`config.mk`:
```
export PLATFORM = sky130hd
export DESIGN_NAME = dft_multi_chain_ctrl_flat
export DESIGN_NICKNAME = d
export VERILOG_FILES = /design/src/rtl/dft_multi_chain_ctrl_if.sv /design/src/rtl/dft_multi_chain_ctrl.sv /design/src/flat_wrapper.sv
export SDC_FILE = /design/constraint.sdc
export NUM_CORES = 1
export LEC_CHECK = 0
export BUFFER_PORTS_ARGS = -buffer_cell sky130_fd_sc_hd__buf_4
export CAP_MARGIN = 20
export CORE_MARGIN = 2
export CORE_UTILIZATION = 45
export DETAILED_ROUTE_END_ITERATION = 8
export PLACE_DENSITY = 0.64
export SLEW_MARGIN = 40
export SYNTH_ARGS = -nofsm -noshare
export SYNTH_HDL_FRONTEND = slang
export SYNTH_SLANG_ARGS = --single-unit
```
`constraint.sdc`:
```
create_clock -name clk -period 2.6 [get_ports clk]
set_input_delay 0.78 -clock clk [delete_from_list [all_inputs] [get_ports clk]]
set_output_delay 0.78 -clock clk [all_outputs]
set_load 0.02 [all_outputs]
```
`src/rtl/dft_multi_chain_ctrl_if.sv`:
```
// Host-side handshake and dump-data bundle of the multi-chain scan-dump controller.
interface dft_multi_chain_ctrl_if #(
  parameter int unsigned CNT_W = 16
) ();
  logic             val_op;
  logic             op;
  logic [CNT_W-1:0] dump_nbr;
  logic             op_ack;
  logic             op_commit;
  logic             commit_ack;
  logic [31:0]      dft_out;
  logic             dft_out_strobe;

  modport master (
    output val_op, op, dump_nbr, commit_ack,
    input  op_ack, op_commit, dft_out, dft_out_strobe
  );

  modport slave (
    input  val_op, op, dump_nbr, commit_ack,
    output op_ack, op_commit, dft_out, dft_out_strobe
  );
endinterface

```
`src/rtl/dft_multi_chain_ctrl.sv`:
```
// Scan-dump controller for NUM_CHAINS recirculated scan chains: optional functional
// step, full-length shift with per-chain capture, then word-packed emission.
module dft_multi_chain_ctrl #(
  parameter int unsigned NUM_CHAINS = 4,
  parameter int unsigned CHAIN_LEN  = 32,
  parameter int unsigned CNT_W      = 16
) (
  input  logic                  clk,
  input  logic                  reset,
  dft_multi_chain_ctrl_if.slave host,
  input  logic                  ex_sen,
  output logic                  sc_sen,
  output logic                  sc_ce,
  input  logic [NUM_CHAINS-1:0] sc_sout,
  output logic [NUM_CHAINS-1:0] sc_sin
);
  localparam int unsigned WPC = (CHAIN_LEN + 31) / 32;
  localparam int unsigned NW  = NUM_CHAINS * WPC;
  localparam int unsigned SW  = $clog2(CHAIN_LEN + 1);
  localparam int unsigned EW  = (NW > 1) ? $clog2(NW) : 1;

  typedef enum logic [2:0] {IDLE, ACK, STEP, SHIFT, EMIT, COMMIT} state_t;

  state_t           state;
  logic             op_q;
  logic [CNT_W-1:0] rounds;
  logic [CNT_W-1:0] rounds_dec;
  logic [SW-1:0]    shift_cnt;
  logic [EW-1:0]    emit_idx;
  logic             sen_q;
  logic [31:0]      cap   [NW];
  logic [31:0]      cap_d [NW];

  assign sc_sen     = sen_q | ex_sen;
  assign sc_sin     = sc_sout;
  assign rounds_dec = rounds - CNT_W'(1);

  // Capture buffer with the current shift bit merged in, so the first emitted word
  // already contains the bit sampled on the final shift edge.
  always_comb begin
    logic [4:0]  bit_i;
    logic [EW-1:0] idx;
    cap_d = cap;
    bit_i = 5'(shift_cnt);
    idx   = '0;
    if (state == SHIFT) begin
      for (int c = 0; c < int'(NUM_CHAINS); c++) begin
        idx = EW'(32'(c) * WPC + (32'(shift_cnt) >> 5));
        cap_d[idx][bit_i] = sc_sout[c];
      end
    end
  end

  always_ff @(posedge clk) begin
    if (reset) begin
      state                <= IDLE;
      op_q                 <= 1'b0;
      rounds               <= '0;
      shift_cnt            <= '0;
      emit_idx             <= '0;
      sen_q                <= 1'b0;
      sc_ce                <= 1'b0;
      host.op_ack          <= 1'b0;
      host.op_commit       <= 1'b0;
      host.dft_out         <= '0;
      host.dft_out_strobe  <= 1'b0;
      for (int i = 0; i < int'(NW); i++) cap[i] <= '0;
    end else begin
      host.op_ack <= 1'b0;
      cap         <= cap_d;
      case (state)
        IDLE: begin
          if (host.val_op) begin
            op_q        <= host.op;
            rounds      <= host.dump_nbr;
            host.op_ack <= 1'b1;
            state       <= ACK;
          end
        end
        ACK: begin
          if (op_q) begin
            rounds    <= CNT_W'(1);
            sc_ce     <= 1'b1;
            sen_q     <= 1'b1;
            shift_cnt <= '0;
            state     <= SHIFT;
          end else if (rounds == '0) begin
            host.op_commit <= 1'b1;
            state          <= COMMIT;
          end else begin
            sc_ce <= 1'b1;
            state <= STEP;
          end
        end
        STEP: begin
          sen_q     <= 1'b1;
          shift_cnt <= '0;
          state     <= SHIFT;
        end
        SHIFT: begin
          if (shift_cnt == SW'(CHAIN_LEN - 1)) begin
            sc_ce               <= 1'b0;
            sen_q               <= 1'b0;
            emit_idx            <= '0;
            host.dft_out        <= cap_d[0];
            host.dft_out_strobe <= 1'b1;
            state               <= EMIT;
          end else begin
            shift_cnt <= shift_cnt + SW'(1);
          end
        end
        EMIT: begin
          if (emit_idx == EW'(NW - 1)) begin
            host.dft_out        <= '0;
            host.dft_out_strobe <= 1'b0;
            rounds              <= rounds_dec;
            // Another round only for DUMP with rounds remaining.
            if (rounds_dec != '0 && !op_q) begin
              sc_ce <= 1'b1;
              state <= STEP;
            end else begin
              host.op_commit <= 1'b1;
              state          <= COMMIT;
            end
          end else begin
            emit_idx     <= emit_idx + EW'(1);
            host.dft_out <= cap[emit_idx + EW'(1)];
          end
        end
        COMMIT: begin
          if (host.commit_ack) begin
            host.op_commit <= 1'b0;
            state          <= IDLE;
          end
        end
        default: state <= IDLE;
      endcase
    end
  end
endmodule

```
`src/flat_wrapper.sv`:
```
// flat-port wrapper written by rule: the top's interface ports become plain ports
module dft_multi_chain_ctrl_flat 
#(
  parameter int unsigned NUM_CHAINS = 4,
  parameter int unsigned CHAIN_LEN  = 32,
  parameter int unsigned CNT_W      = 16
)
  (clk, reset, ex_sen, sc_sen, sc_ce, sc_sout, sc_sin, host_val_op, host_op, host_dump_nbr, host_commit_ack, host_op_ack, host_op_commit, host_dft_out, host_dft_out_strobe);
  dft_multi_chain_ctrl_if #(.CNT_W(CNT_W)) host_i ();
  input  logic clk;
  input  logic reset;
  input  logic ex_sen;
  output logic sc_sen;
  output logic sc_ce;
  input  logic [NUM_CHAINS-1:0] sc_sout;
  output logic [NUM_CHAINS-1:0] sc_sin;
  input wire logic [$bits(host_i.val_op)-1:0] host_val_op;
  input wire logic [$bits(host_i.op)-1:0] host_op;
  input wire logic [$bits(host_i.dump_nbr)-1:0] host_dump_nbr;
  input wire logic [$bits(host_i.commit_ack)-1:0] host_commit_ack;
  output wire logic [$bits(host_i.op_ack)-1:0] host_op_ack;
  output wire logic [$bits(host_i.op_commit)-1:0] host_op_commit;
  output wire logic [$bits(host_i.dft_out)-1:0] host_dft_out;
  output wire logic [$bits(host_i.dft_out_strobe)-1:0] host_dft_out_strobe;
  assign host_i.val_op = host_val_op;
  assign host_i.op = host_op;
  assign host_i.dump_nbr = host_dump_nbr;
  assign host_i.commit_ack = host_commit_ack;
  assign host_op_ack = host_i.op_ack;
  assign host_op_commit = host_i.op_commit;
  assign host_dft_out = host_i.dft_out;
  assign host_dft_out_strobe = host_i.dft_out_strobe;
  dft_multi_chain_ctrl #(.NUM_CHAINS(NUM_CHAINS), .CHAIN_LEN(CHAIN_LEN), .CNT_W(CNT_W)) u_core (.clk(clk), .reset(reset), .host(host_i), .ex_sen(ex_sen), .sc_sen(sc_sen), .sc_ce(sc_ce), .sc_sout(sc_sout), .sc_sin(sc_sin));
endmodule
```
## Yosys cells after proc, flatten, opt, wreduce, memory -nomap -nowiden

Index checks and enable logic that the tools add are counted.

- Add/sub/neg operators: 6
- $lt $le $gt $ge: 11
- Equal/unequal tests: 19
- Muxes and demuxes: 57
- Bitwise gates (word level): 7
- Reduce and logical (&&, ||, !) cells: 26

Operators with widths:

| operator | count |
|---|---|
| 128-bit bitwise mux | 4 |
| 32-bit demux with 2-bit select | 4 |
| 32-bit two-way mux | 8 |
| 128-bit two-way mux | 1 |
| 32-bit binary-select mux with 2-bit select | 1 |
| 32-bit one-hot mux with 2 select lines | 1 |
| 16-bit two-way mux | 3 |
| 16-bit one-hot mux with 3 select lines | 1 |
| 3-bit two-way mux | 7 |
| 3-bit one-hot mux with 6 select lines | 1 |
| 6-bit one-hot mux with 3 select lines | 1 |
| 16-bit zero test | 1 |
| 16-bit nonzero test | 1 |
| 16-bit by 1-bit subtractor with 16-bit output (second input constant) | 1 |
| 3-bit greater-or-equal comparator (second input constant) | 5 |
| 1-bit two-way mux | 15 |
| 2-bit != test (second input constant) | 7 |
| 3-bit by 1-bit < comparator with 1-bit output (second input constant) | 4 |
| 6-bit two-way mux | 2 |
| 2-bit NOT with 3-bit output | 4 |
| 3-bit AND reduction | 4 |
| 3-bit nonzero test | 4 |
| 1-bit one-hot mux with 3 select lines | 3 |
| 2-bit by 1-bit != test with 1-bit output (second input constant) | 4 |
| other kinds (28) | 39 |

- Flip-flop bits (word level): 193
- Bits of input ports: 26
- Output and inout port bits: 41

## Depth between registers and ports, before layout

Gate-level depths: netlist of run 1.

- Word-level depth: 13
- Gate-level depth with buffers: 9

## Least setup slack after synthesis of run 1

No wires, ideal clock.

- Kind: register to register
- From: register u_core.shift_cnt[0]
- To: register u_core.host.dft_out[11]
- Arrival: 1.883 ns
- Path slack: 0.585 ns
- Cell stages (with the launch flop): 7
- Clock period less this slack: 2.015 ns
- Path through: dfxtp_1 ha_1 nand4b_4 nor2_1 mux2_2 a221oi_1 nor3_1

- Word-level cells in the longest chain between the ends: 13

RTL lines:

| what | line | RTL |
|---|---|---|
| start: declaration | dft_multi_chain_ctrl.sv:28 | `logic [SW-1:0] shift_cnt;` |
| start signal: assignment | dft_multi_chain_ctrl.sv:109 | `shift_cnt <= shift_cnt + SW'(1);` |
| 5-bit by 6-bit < comparator with 1-bit output (not written as such) or 5-bit by 1-bit greater-or-equal comparator with 1-bit output (tied branches) | dft_multi_chain_ctrl.sv:49 | `cap_d[idx][bit_i] = sc_sout[c];` |
| 1-bit logical AND (not written as such) | dft_multi_chain_ctrl.sv:49 |  |
| 1-bit two-way mux (not written as such) | dft_multi_chain_ctrl.sv:49 |  |
| 1-bit demux with 5-bit select | - |  |
| 32-bit two-way mux (not written as such) | dft_multi_chain_ctrl.sv:49 |  |
| 32-bit demux with 2-bit select | dft_multi_chain_ctrl.sv:49 |  |
| 128-bit bitwise mux (4 in a row) | dft_multi_chain_ctrl.sv:49 |  |
| 128-bit two-way mux | dft_multi_chain_ctrl.sv:46 | `if (state == SHIFT) begin` |
| 32-bit two-way mux | dft_multi_chain_ctrl.sv:101 | `if (shift_cnt == SW'(CHAIN_LEN - 1)) begin` |
| 32-bit one-hot mux with 2 select lines | dft_multi_chain_ctrl.sv:71 | `case (state)` |
| end signal: assignment | dft_multi_chain_ctrl.sv:105 | `host.dft_out <= cap_d[0];` |
| end signal: assignment | dft_multi_chain_ctrl.sv:127 | `host.dft_out <= cap[emit_idx + EW'(1)];` |
| end: declaration | dft_multi_chain_ctrl_if.sv:21 | `output op_ack, op_commit, dft_out, dft_out_strobe` |

Parallel ways exist; a longest one is shown, timed or not. The select of a mux whose other input is x is not followed.
A chain may end at the register's enable or synchronous reset.

## Worst setup path in the final report of run 1

- From: register u_core.state[1]
- To: register u_core.host.dft_out[14]

- Word-level cells in the longest chain between the ends: 4

RTL lines:

| what | line | RTL |
|---|---|---|
| start: declaration | dft_multi_chain_ctrl.sv:24 | `state_t state;` |
| start signal: assignment | dft_multi_chain_ctrl.sv:56 | `state <= IDLE;` |
| start signal: assignment | dft_multi_chain_ctrl.sv:77 | `state <= ACK;` |
| start signal: assignment | dft_multi_chain_ctrl.sv:86 | `state <= SHIFT;` |
| 3-bit by 2-bit == test with 1-bit output | dft_multi_chain_ctrl.sv:46, dft_multi_chain_ctrl.sv:71 |  |
| 128-bit two-way mux | dft_multi_chain_ctrl.sv:46 |  |
| 32-bit two-way mux | dft_multi_chain_ctrl.sv:101 |  |
| 32-bit one-hot mux with 2 select lines | dft_multi_chain_ctrl.sv:71 |  |

Parallel ways exist; a longest one is shown, timed or not. The select of a mux whose other input is x is not followed.

==> impl_metrics.toml, run 1 <==
[layout]
instances_no_fill = 1339
area_delta_synth_final_pct = 15.7
fin_nets = 1089
drive_above_1_share_pct = 23.0
num_antenna_cells = 0

[grt]
grt_pass1_wl_mm = 41.1
gr-total-overflow = 0
grt_usage_pct = 23.7
grt_pass1_vias = 7461
antenna_found_initial = 0
grt_max_degree = 69

[clocking]
cts_tree = "done"
cts_sinks = 193
clock_latency_ps = 440
cts.clk_slew.worst_paths_ps = 80
clockBufferDepth = 2
cts_setup_buffers = 0
htree_levels = 4
ctsResizeCount = 0
cts_hold_buffers = 0
cts-root-buf = "clkbuf_16"
cts_inserted_buffers = 17

[setup_path]
required_ps = 2940
startpoint_type = "register"
end_kind = "register"
worstSetupPathType = "register to register"
cp_max_fo = 15
critical_path_arrival_ps = 2670
r2r_slack_ps = 280

[synth]
netlist_area_sq_um = 9430
avgSynthCellArea_sq_um = 9.31
synth_seq_cells = 193
synth_cell_type_count = 66
synth_cells = 1013
synth_ff_type = "dfxtp_1"
synthMuxAreaShare_pct = 12.7
async_reset_ff_share_pct = 0
synth_fa_ha_area_share_pct = 0.929
synth-xor-area-share_pct = 0.650
synth-simple-area-share_pct = 21.6
synth-warning-count = 0
syn_nets = 1046
synth_compound_area_share_pct = 18.1
synth_top_family_by_area = "simple AND/OR/NAND/NOR gates"
synth-edff-count = 0
yosysSeqAreaShare_pct = 41.0

[power_and_ir_drop]
p_sw_uw = 2350
p_per_area_nw_per_um2 = 709
power_frac_clock_pct = 37.2
comb_power_share_pct = 20.2
leakagePower_uw = 0.00389
p_seq_share_pct = 42.6
p_int_uw = 5390
p_sw_share_pct = 30.3
ir_drop_uv = 451

[sta]
finalCriticalPeriod_ps = 2320
slew_viol_final = 0
fmax_mhz = 430
slew_headroom_pct = 53.3
clock_skew_ps = 9.93
setup_viol = 0
hold_violations = 0
period_share_pct = 89.4
worst_slew_pin_slew_ps = 701
rsz0062_at_grt = "no"
finalSetupTns_ps = 0

[placed_design]
dpl.cell_count = 1307
port_buffers = 66
place.gp.congestion = 0.817
hpwl_mm = 16.7

[routing]
met3_wirelength_um = 974
wl_met1_mm = 12.4
dr_total_vias = 7890
viasPerCell = 5.89
maxUsedRoutingLayer = "met4"
dr_wl_met2_mm = 11.6
drc = 0
drt-total-wl_mm = 25.6
first_pass_iters = 5
wl_per_cell_um = 19.1
drt_iter0_drc = 551
drtAntennaViolNets = 0

[floorplanning]
core-area_sq_um = 20400
rows = 52
start_util_pct = 46.2
top_level_ports = 67
fp.dieH_um = 149
dieArea_sq_um = 22100
chipWidth_um = 149

[run]
max_cap_viol_count = 0

[run_status]
outcome = "finished, final reports clean"

[worst_hold_path]
hold_class = "register to register"
==> critical path, cell delays in order, from the launching register on <==
cell      delay [ps]
dfxtp_1          600
buf_4            290
and3b_1          300
and3_1           420
buf_4            260
mux2i_1           90
a211oi_1         270
==> layer usage <==
layer | track usage (%) | vias to the layer above
met5 | 0 | -
met2 | 37.2 | 209
met3 | 3.73 | 39
met4 | 7.67 | 0
met1 | 33.6 | 3807
li1 | - | 3835
==> Yosys cell counts, types with 7 or more instances <==
master,number,area [sq um]
inv_1,11,41.3
mux4_2,32,721
nand3_1,7,35.0
o21ai_0,16,80.1
buf_4,9,67.6
nor2_2,7,43.8
or3_1,7,43.8
a2111oi_0,25,219
nor2b_1,36,225
ha_1,7,87.6
clkbuf_1,53,199
nor2_4,12,135
a21oi_1,55,275
a221oi_1,25,219
buf_2,29,145
nor2_1,174,653
mux2_2,28,315
mux2i_1,14,140
dfxtp_1,193,3860
nor3_1,60,300
nand2_1,19,71.3
a211oi_1,86,646
==> cells in the final DEF, fill, tap and decap left out, types with 28 or more instances in the layout <==
master | Yosys | final
nor2_1 | 174 | 174
buf_4 | 9 | 115
mux2_2 | 28 | 28
dfxtp_1 | 193 | 192
nor3_1 | 60 | 60
a21oi_1 | 55 | 55
nor2b_1 | 36 | 36
mux4_2 | 32 | 32
a211oi_1 | 86 | 86
==> power groups by stage <==
stage          registers (uW)  clock network (uW)  logic (uW)
2_1_floorplan            3320                   0        1130
3_3_place_gp             3360                   0        1550
3_5_place_dp             3360                   0        1550
4_1_cts                  3290                2900        1560
5_1_grt                  3320                3040        1730
6_report                 3300                2880        1560
==> final timing paths <==
path / start / to / cells after the start
setup / recovery: u_core.state[1] / u_core.host.dft_out[14] / 6
hold / removal: u_core.sen_q / u_core.sen_q / 2
setup reg to reg: u_core.state[1] / u_core.host.dft_out[14] / 6
hold reg to reg: u_core.sen_q / u_core.sen_q / 2
==> stage by stage <==
stage	hold slack, ps	utilization, %	power [uW]	setup slack, ps	cell area, sq um
3_5_place_dp	479	50.3	4910	282	10300
2_1_floorplan	460	-	4450	585	9430
5_1_grt	510	53.4	8090	127	10900
6_report	486	53.4	7740	275	10900
4_1_cts	492	53.4	7760	274	10900
3_3_place_gp	476	50.3	4910	263	10300
==> cell type report <==
cell class              instances  area, sq um
fillers                      1916         9510
multi-input cells             714         5100
flip-flops and latches        193         3860
repair buffers                119          935
clock buffers                  18          439
well taps                     270          338
clock inverters                14          201
inverters                      11         41.3
==> cell families (layout without fill, tap and decap cells) <==
kind of cell             count (synthesis)  in the layout
XOR/XNOR                                 7              7
multiplexers                            76             76
buffers and inverters                  106            162
adder cells (fa/ha/maj)                  7              7
AND/OR/NAND/NOR                        382            382
flip-flops                             193            193
AO/OA/AOI/OAI                          242            242
(Power assumes the default switching activity.)
==> run 2: changes to the inputs <==
ABC_AREA = 1   (was default)
CORE_UTILIZATION = 40   (was 45)
PLACE_DENSITY = 0.59   (was 0.64)
==> impl_metrics.toml, run 2 <==
[clocking]
clockBufferDepth = 2
cts_sinks = 193
clock_latency_ps = 450
cts.clk_slew.worst_paths_ps = 70
cts_setup_buffers = 0
cts_hold_buffers = 0
cts-root-buf = "clkbuf_16"
cts_tree = "done"
cts_inserted_buffers = 17
htree_levels = 4
ctsResizeCount = 0

[synth]
synth-edff-count = 0
synth_seq_cells = 193
synth_area_leader_cell = "dfxtp_1"
avgSynthCellArea_sq_um = 7.08
yosysSeqAreaShare_pct = 39.9
yosys-top-cells-area = "dfxtp_1 (40%), o21ai_0 (11%), nand2_1 (11%), a31oi_1 (8.3%), nor2_1 (6.8%)"
synth_cells = 1368
synth-warning-count = 0
netlist_area_sq_um = 9690
yosys-top-cells-count = "nand2_1 (275), o21ai_0 (209), dfxtp_1 (193)"
syn_nets = 1401
synthMostInstantiatedCell = "nand2_1"
synth_top_area_share_pct = 39.9
async_reset_ff_share_pct = 0
synth_ff_type = "dfxtp_1"
synth_cell_type_count = 40

[floorplanning]
fp.dieH_um = 160
rows = 56
start_util_pct = 41.0
dieArea_sq_um = 25500
top_level_ports = 67
core-area_sq_um = 23600
chipWidth_um = 160

[layout]
final_cell_mix = "nand2_1 (275), o21ai_0 (209), dfxtp_1 (192)"
final_area_sq_um = 11000
num_antenna_cells = 0
fillCellCount = 2470
drive_above_1_share_pct = 14.7
instances_no_fill = 1720
fin_nets = 1422
area_delta_synth_final_pct = 13.8
final_common_cell = "nand2_1"
final_util_pct = 46.7

[power_and_ir_drop]
ir_drop_uv = 428
leakagePower_uw = 0.00406
p_per_area_nw_per_um2 = 843

[setup_path]
startpoint_type = "primary input"
worst_path_largest_cell_delay_ps = 260
slowest_stage = "or2_2"
critical_path_arrival_ps = 1300
crit_chain = "buf_4 -> or2_2 -> buf_4"
worstSetupPathType = "primary input to output port"
cp_max_fo = 1
crit_top_cell = "buf_4"
required_ps = 1820
end_kind = "output port"

[placed_design]
dpl_cell_area_sq_um = 10400
port_buffers = 66
place.gp.congestion = 0.853
hpwl_mm = 17.4
dpl.cell_count = 1689

[routing]
drt-total-wl_mm = 28.4
dr_total_vias = 9316
drt_iter0_drc = 729
first_pass_iters = 5
drc = 0
drtAntennaViolNets = 0
viasPerCell = 5.42
wl_per_cell_um = 16.5

[grt]
grt.met3_usage_pct = 3.69
met1_usage_pct = 30.0
grt_pass1_wl_mm = 45.8
top_usage_layer = "met2"
groute.layer.met2.usage_pct = 36.4
gr-total-overflow = 0
grt_usage_pct = 22.0
grt_pass1_vias = 8732
antenna_found_initial = 0
grt_max_degree = 67

[sta]
finalHoldWorstSlack_ps = 448
hold_violations = 0
rsz0062_at_grt = "no"
slew_viol_final = 0
fmax_mhz = 481
finalCriticalPeriod_ps = 2080
slew_headroom_pct = 50.3
setup_viol = 0
period_share_pct = 79.9
clock_skew_ps = 18.1
finalSetupTns_ps = 0
worst_slew_pin_slew_ps = 745

[worst_hold_path]
hold_class = "register to register"

[run]
max_cap_viol_count = 0

[run_status]
outcome = "finished, final reports clean"
==> run 2: changes by cell type in the layout (fill, tap and decap cells not counted), moves of 31 or more <==
cell and change:
nand2_1 +256, o21ai_0 +193, a31oi_1 +123, a211oi_1 -77
nor3_1 -54, inv_1 +47, nor2b_1 -36, mux4_2 -32
o22ai_1 +31
==> run 2: logic make-up after synthesis <==
group           count (synthesis)  synth area share [%]
simple gates                  550                  24.6
fa+ha+maj                       7                 0.904
buf+inv                       164                  7.12
compound gates                447                  26.9
xor+xnor                        7                 0.633
flops                         193                  39.9
==> run 2: per-layer routing <==
layer / up-vias / wire length, um
met3: 24 / 1290
met5: - / 0
met1: 4375 / 13900
met2: 200 / 12900
li1: 4717 / -
met4: 0 / 314
==> run 2: path summary, 6_finish.rpt <==
path / start / slack (ps) / cells after the start / end
min reg2reg: u_core.sen_q / 450 / 2 / u_core.sen_q
max: ex_sen / 520 / 3 / sc_sen
min: u_core.sen_q / 450 / 2 / u_core.sen_q
max reg2reg: u_core.shift_cnt[0] / 550 / 7 / u_core.host.dft_out[24]
==> run 2: power by group <==
group	internal [uW]	switching (uW)	total, uW
clock network	1470	1210	2680
logic	1070	2120	3190
registers	3220	202	3420
==> run 2: stage by stage <==
step                power (uW)  setup WS [ps]
floorplan                 5820            665
global placement          6650            508
detailed placement        6650            520
CTS                       9330            520
global route              9830            407
finish                    9290            522
==> run 2: worst max-delay path, delay by kind of cell <==
kind | cells | cell delay (ps)
buffers and inverters | 2 | 260
and+or+nand+nor | 1 | 260
==> run 2: area by class of cell <==
class                           instances  area [sq um]  area share [%]
Timing Repair Buffer                  100           788            7.15
Clock buffer                           20           457            4.14
Multi-Input combinational cell       1011          5140            46.6
Sequential cell                       193          3860            35.1
Clock inverter                         11           130            1.18
Tap cell                              319           399            3.62
Inverter                               66           248            2.25
